<file path="src/rtl/pc_fetch_ctrl.sv">
// Instruction fetch controller: owns the PC, issues one outstanding imem request at a time and
// presents fetched instructions to decode. Optional build macro: PC_ALIGN_CHECK_EN.
module pc_fetch_ctrl #(
  parameter int unsigned      WIDTH        = 32,
  parameter logic [WIDTH-1:0] RESET_VECTOR = '0
) (
  input  logic             clk,
  input  logic             rst,
  input  logic             stall,
  input  logic             branch_taken,
  input  logic [WIDTH-1:0] branch_target,
  output logic             imem_req,
  output logic [WIDTH-1:0] imem_addr,
  input  logic             imem_gnt,
  input  logic             imem_rvalid,
  input  logic [WIDTH-1:0] imem_rdata,
  output logic [WIDTH-1:0] instr_out,
  output logic [WIDTH-1:0] pc_out,
  output logic [WIDTH-1:0] pc_plus4,
  output logic             if_valid
`ifdef PC_ALIGN_CHECK_EN
  ,
  output logic             misalign
`endif
);

  typedef enum logic [1:0] {StIdle, StFetch, StWait, StHold} state_e;

  state_e           state_q, state_d;
  logic [WIDTH-1:0] pc_q, pc_d;
  logic             kill_q, kill_d;
  logic [WIDTH-1:0] instr_q, instr_d;
  logic [WIDTH-1:0] pc_out_q, pc_out_d;
  logic [WIDTH-1:0] pc4_q, pc4_d;
  logic             valid_q, valid_d;

  logic [WIDTH-1:0] pc_inc;
  logic [WIDTH-1:0] branch_pc;
  logic             consumed;

  // Wraps modulo 2^WIDTH by construction.
  assign pc_inc = pc_q + {{(WIDTH-3){1'b0}}, 3'd4};

`ifdef PC_ALIGN_CHECK_EN
  logic misalign_q, misalign_d;

  assign branch_pc  = {branch_target[WIDTH-1:2], 2'b00};
  assign misalign_d = branch_taken && (state_q != StIdle) && (branch_target[1:0] != 2'b00);
  assign misalign   = misalign_q;

  always_ff @(posedge clk) begin
    if (rst) begin
      misalign_q <= 1'b0;
    end else begin
      misalign_q <= misalign_d;
    end
  end
`else
  assign branch_pc = branch_target;
`endif

  // Decode has taken the current instruction this cycle.
  assign consumed = valid_q && !stall;

  always_comb begin
    state_d  = state_q;
    pc_d     = pc_q;
    kill_d   = kill_q;
    instr_d  = instr_q;
    pc_out_d = pc_out_q;
    pc4_d    = pc4_q;
    valid_d  = consumed ? 1'b0 : valid_q;

    unique case (state_q)
      StIdle: begin
        state_d = StFetch;
      end

      StFetch: begin
        if (branch_taken) begin
          pc_d    = branch_pc;
          valid_d = 1'b0;
          if (imem_gnt) begin
            // Request already accepted for the stale address; drop its response.
            kill_d  = 1'b1;
            state_d = StWait;
          end
        end else if (imem_gnt) begin
          state_d = StWait;
        end
      end

      StWait: begin
        if (branch_taken) begin
          pc_d    = branch_pc;
          valid_d = 1'b0;
          if (imem_rvalid) begin
            kill_d  = 1'b0;
            state_d = StFetch;
          end else begin
            kill_d = 1'b1;
          end
        end else if (imem_rvalid) begin
          if (kill_q) begin
            kill_d  = 1'b0;
            state_d = StFetch;
          end else begin
            instr_d  = imem_rdata;
            pc_out_d = pc_q;
            pc4_d    = pc_inc;
            valid_d  = 1'b1;
            pc_d     = pc_inc;
            state_d  = stall ? StHold : StFetch;
          end
        end
      end

      StHold: begin
        if (branch_taken) begin
          pc_d    = branch_pc;
          valid_d = 1'b0;
          state_d = StFetch;
        end else if (!stall) begin
          state_d = StFetch;
        end
      end

      default: begin
        state_d = StIdle;
      end
    endcase
  end

  always_ff @(posedge clk) begin
    if (rst) begin
      state_q  <= StIdle;
      pc_q     <= RESET_VECTOR;
      kill_q   <= 1'b0;
      instr_q  <= '0;
      pc_out_q <= '0;
      pc4_q    <= '0;
      valid_q  <= 1'b0;
    end else begin
      state_q  <= state_d;
      pc_q     <= pc_d;
      kill_q   <= kill_d;
      instr_q  <= instr_d;
      pc_out_q <= pc_out_d;
      pc4_q    <= pc4_d;
      valid_q  <= valid_d;
    end
  end

  assign imem_req  = (state_q == StFetch);
  assign imem_addr = pc_q;
  assign instr_out = instr_q;
  assign pc_out    = pc_out_q;
  assign pc_plus4  = pc4_q;
  assign if_valid  = valid_q;

`ifndef SYNTHESIS
  // An un-granted request must persist with a stable address unless redirected.
  a_req_stable: assert property (@(posedge clk) disable iff (rst)
    imem_req && !imem_gnt && !branch_taken |=> imem_req && $stable(imem_addr));

  a_kill_in_wait: assert property (@(posedge clk) disable iff (rst)
    kill_q |-> state_q == StWait);
`endif

endmodule

</file>
<file path="config.mk">
export PLATFORM = sky130hd
export DESIGN_NAME = pc_fetch_ctrl
export DESIGN_NICKNAME = d
export VERILOG_FILES = /design/src/rtl/pc_fetch_ctrl.sv
export SDC_FILE = /design/constraint.sdc
export NUM_CORES = 1
export LEC_CHECK = 0
export CAP_MARGIN = 20
export CORE_UTILIZATION = 45
export CTS_CLUSTER_SIZE = 30
export DETAILED_ROUTE_END_ITERATION = 7
export GPL_TIMING_DRIVEN = 0
export PLACE_DENSITY = 0.85
export SLEW_MARGIN = 10
export SYNTH_ARGS = -nofsm -noshare
export SYNTH_HDL_FRONTEND = slang
export SYNTH_SLANG_ARGS = --single-unit
</file>
<file path="constraint.sdc">
create_clock -name clk -period 6.19 [get_ports clk]
set_input_delay 0.619 -clock clk [delete_from_list [all_inputs] [get_ports clk]]
set_output_delay 0.619 -clock clk [all_outputs]
set_load 0.005 [all_outputs]
</file>
==> impl_metrics.json <==
{
  "drv_cap": 0,
  "p_leak_uw": 0.002979,
  "grt_pass1_vias": 6245,
  "grtUsageTotal_pct": 28.83,
  "yosysMostFrequentCell": "nand2_1",
  "synthTopCellsByCount": "nand2_1, dfxtp_1, a21oi_1, nor2_1, clkbuf_1",
  "numCtsBuffers": 17,
  "numPortBuffers": 198,
  "design_area_um2": 8869,
  "ir_drop_mv": 0.2047,
  "fmax_ghz": 0.3471,
  "cts_tree": "yes",
  "fin_crit_sh_pct": 46.54,
  "synth_seq_cells": 130,
  "synth_area_um2": 6036,
  "cp-start-kind": "register",
  "clk_latency_ns": 0.43,
  "cts_root_buffer": "clkbuf_16",
  "yosysTopAreaCellShare_pct": 43.12,
  "vias": 6480,
  "cpMostUsedCell": "clkbuf_1",
  "h-tree-depth": 4,
  "fin_crit_ns": 2.881,
  "netlist-cell-type-count": 60,
  "slew_violations": 0,
  "drt_iter0_drc": 534,
  "syn_area_per_cell_um2": 8.037,
  "grt_start_max_net_pins": 17,
  "drc": 0,
  "crit_path_max_incr_delay_ns": 0.55,
  "antenna_cells": 0,
  "hp-start": "instr_out[9]",
  "die_h_um": 117.8,
  "coreArea_um2": 12820,
  "path_buf_inv": 3,
  "met3_wirelength_mm": 2.005,
  "drt-met1-wl_mm": 8.045,
  "routedWlPerCell_um": 17.51,
  "die_area_um2": 13880,
  "die_x_um": 117.8,
  "nFillCells": 1074,
  "fin_tns_setup_ns": 0,
  "critPathCaptureType": "register",
  "dp.cells": 1121,
  "ys_seq_area_share_pct": 43.12,
  "reg2reg_from": "state_q[1]",
  "grt_pass1_wl_mm": 31.59,
  "tightest_slew_ns": 0.9334,
  "grt_antenna_before_repair": 0,
  "rows": 41,
  "synth_edf_count": 0,
  "setup_viol": 0,
  "place_area_um2": 8233,
  "dr_wl_met2_mm": 9.328,
  "clock_path_buffers": 2,
  "post_cts_buffers": 0,
  "path_clk_slew_ns": 0.06,
  "fin_nets": 1044,
  "yosys_warnings": 0,
  "first_pass_iters": 6,
  "syn_inst": 751,
  "fin_ws_ns": 3.309,
  "crit_fanout": 10,
  "power_density_nw_per_um2": 263.1,
  "worstSetupStartpoint": "state_q[1]",
  "synth.area.top_cells": "dfxtp_1, nand2_1, a21oi_1",
  "drt_wl_total_mm": 20.17,
  "multi_input_area_um2": 3005,
  "crit_chain": "inv_1 > ha_1 > nor4b_1 > o21a_1 > clkbuf_1 > clkbuf_1 > o21ai_0 > a22oi_1 > nor2_1",
  "ant_nets": 0,
  "skew_ns": 0.009249,
  "dr.max_layer_used": "met4",
  "critPathTopFamily": "buffers and inverters",
  "hold_class": "reg -> reg",
  "dpl.hpwl_mm": 14.55,
  "slew_headroom_pct": 37.20,
  "hold_slack_ns": 0.4518,
  "place_congestion": 0.9817,
  "final_cells": 1152,
  "synth_flop_cell": "dfxtp_1",
  "critical_path_required_ns": 6.48,
  "initial_core_util_pct": 47.06,
  "outcome": "finished, final reports clean",
  "grt_overflow": 0,
  "drive_above_1_share_pct": 7.551,
  "via_per_inst": 5.625,
  "path_class": "reg -> reg",
  "postCtsHoldBufs": 0,
  "yosys.area.top_type": "dfxtp_1",
  "postSynth.asyncResetShare_pct": 0,
  "crit_arrival_ns": 3.17,
  "dp_slack_ns": 2.981,
  "cts_resized": 0,
  "rsz0062_at_grt": "no",
  "numClockSinks": 130,
  "seqCellArea_um2": 2603,
  "slowest_stage": "clkbuf_1",
  "syn_to_final_growth_pct": 46.93,
  "syn_nets": 827,
  "hold_viol_final": 0,
  "ios": 200
}
-- worst paths after layout --
| kind | slack (ns) | to | cells after the start |
|---|---|---|---|
| worst max-delay path | 3.31 | imem_addr[18] | 9 |
| worst min-delay path | 0.45 | instr_out[9] | 2 |
| worst max register to register | 3.31 | imem_addr[18] | 9 |
| worst min register to register | 0.45 | instr_out[9] | 2 |
-- cells by family after synthesis --
group	count (synthesis)	synth area share [%]
buffers and inverters	83	7.090
XOR/XNOR	27	3.918
multiplexers	5	0.8706
AO/OA/AOI/OAI	186	19.40
AND/OR/NAND/NOR	314	24.36
flip-flops	130	43.12
adder cells (fa/ha/maj)	6	1.244
-- per-stage QoR --
| step | power, uW | utilization (%) |
|---|---|---|
| after floorplan | 1093 | - |
| after global placement | 1257 | 64.20 |
| after detailed placement | 1263 | 64.20 |
| after CTS | 2332 | 69.15 |
| after global routing | 2399 | 69.15 |
| final | 2333 | 69.15 |
-- state kept, by name, indices dropped and copies added, names as in the netlist --
signal,count
instr_out,32
kill_q,1
imem_addr,32
if_valid,1
pc_out,32
state_q,2
pc_plus4,30
-- worst register-to-register path: stages (launching register included) --
cell and delay [ns]:
dfxtp_1 0.37, inv_1 0.09, ha_1 0.29, nor4b_1 0.41
o21a_1 0.16, clkbuf_1 0.44, clkbuf_1 0.55, o21ai_0 0.21
a22oi_1 0.18, nor2_1 0.05
-- report_power, final --
group,switching [uW],internal (uW)
Combinational,190,166
Clock,367,711
Sequential,34.3,866
-- per-layer routing --
metal	vias to the layer above	global-route usage, %
li1	3027	-
met1	3023	34.07
met2	359	46.51
met4	0	15.06
met3	71	9.302
met5	-	0
-- cell type report --
cell class	count	share of cell area (%)
Buffer	75	4.486
Clock buffer	21	5.418
Clock inverter	10	1.749
Inverter	8	0.3386
Multi-Input combinational cell	538	33.89
Sequential cell	130	29.35
Tap cell	172	2.427
Timing Repair Buffer	198	22.35
-- cells in the final DEF (no fill, tap or decap), types with 17 or more instances in the layout --
cell type,n
dfxtp_1,130
clkbuf_1,48
a21oi_1,84
nand2_1,169
clkdlybuf4s50_1,198
o21ai_0,18
a211oi_1,24
clkbuf_16,17
nor2_1,64
nand3_1,20
Note: power is estimated with default switching activity, not from simulation.
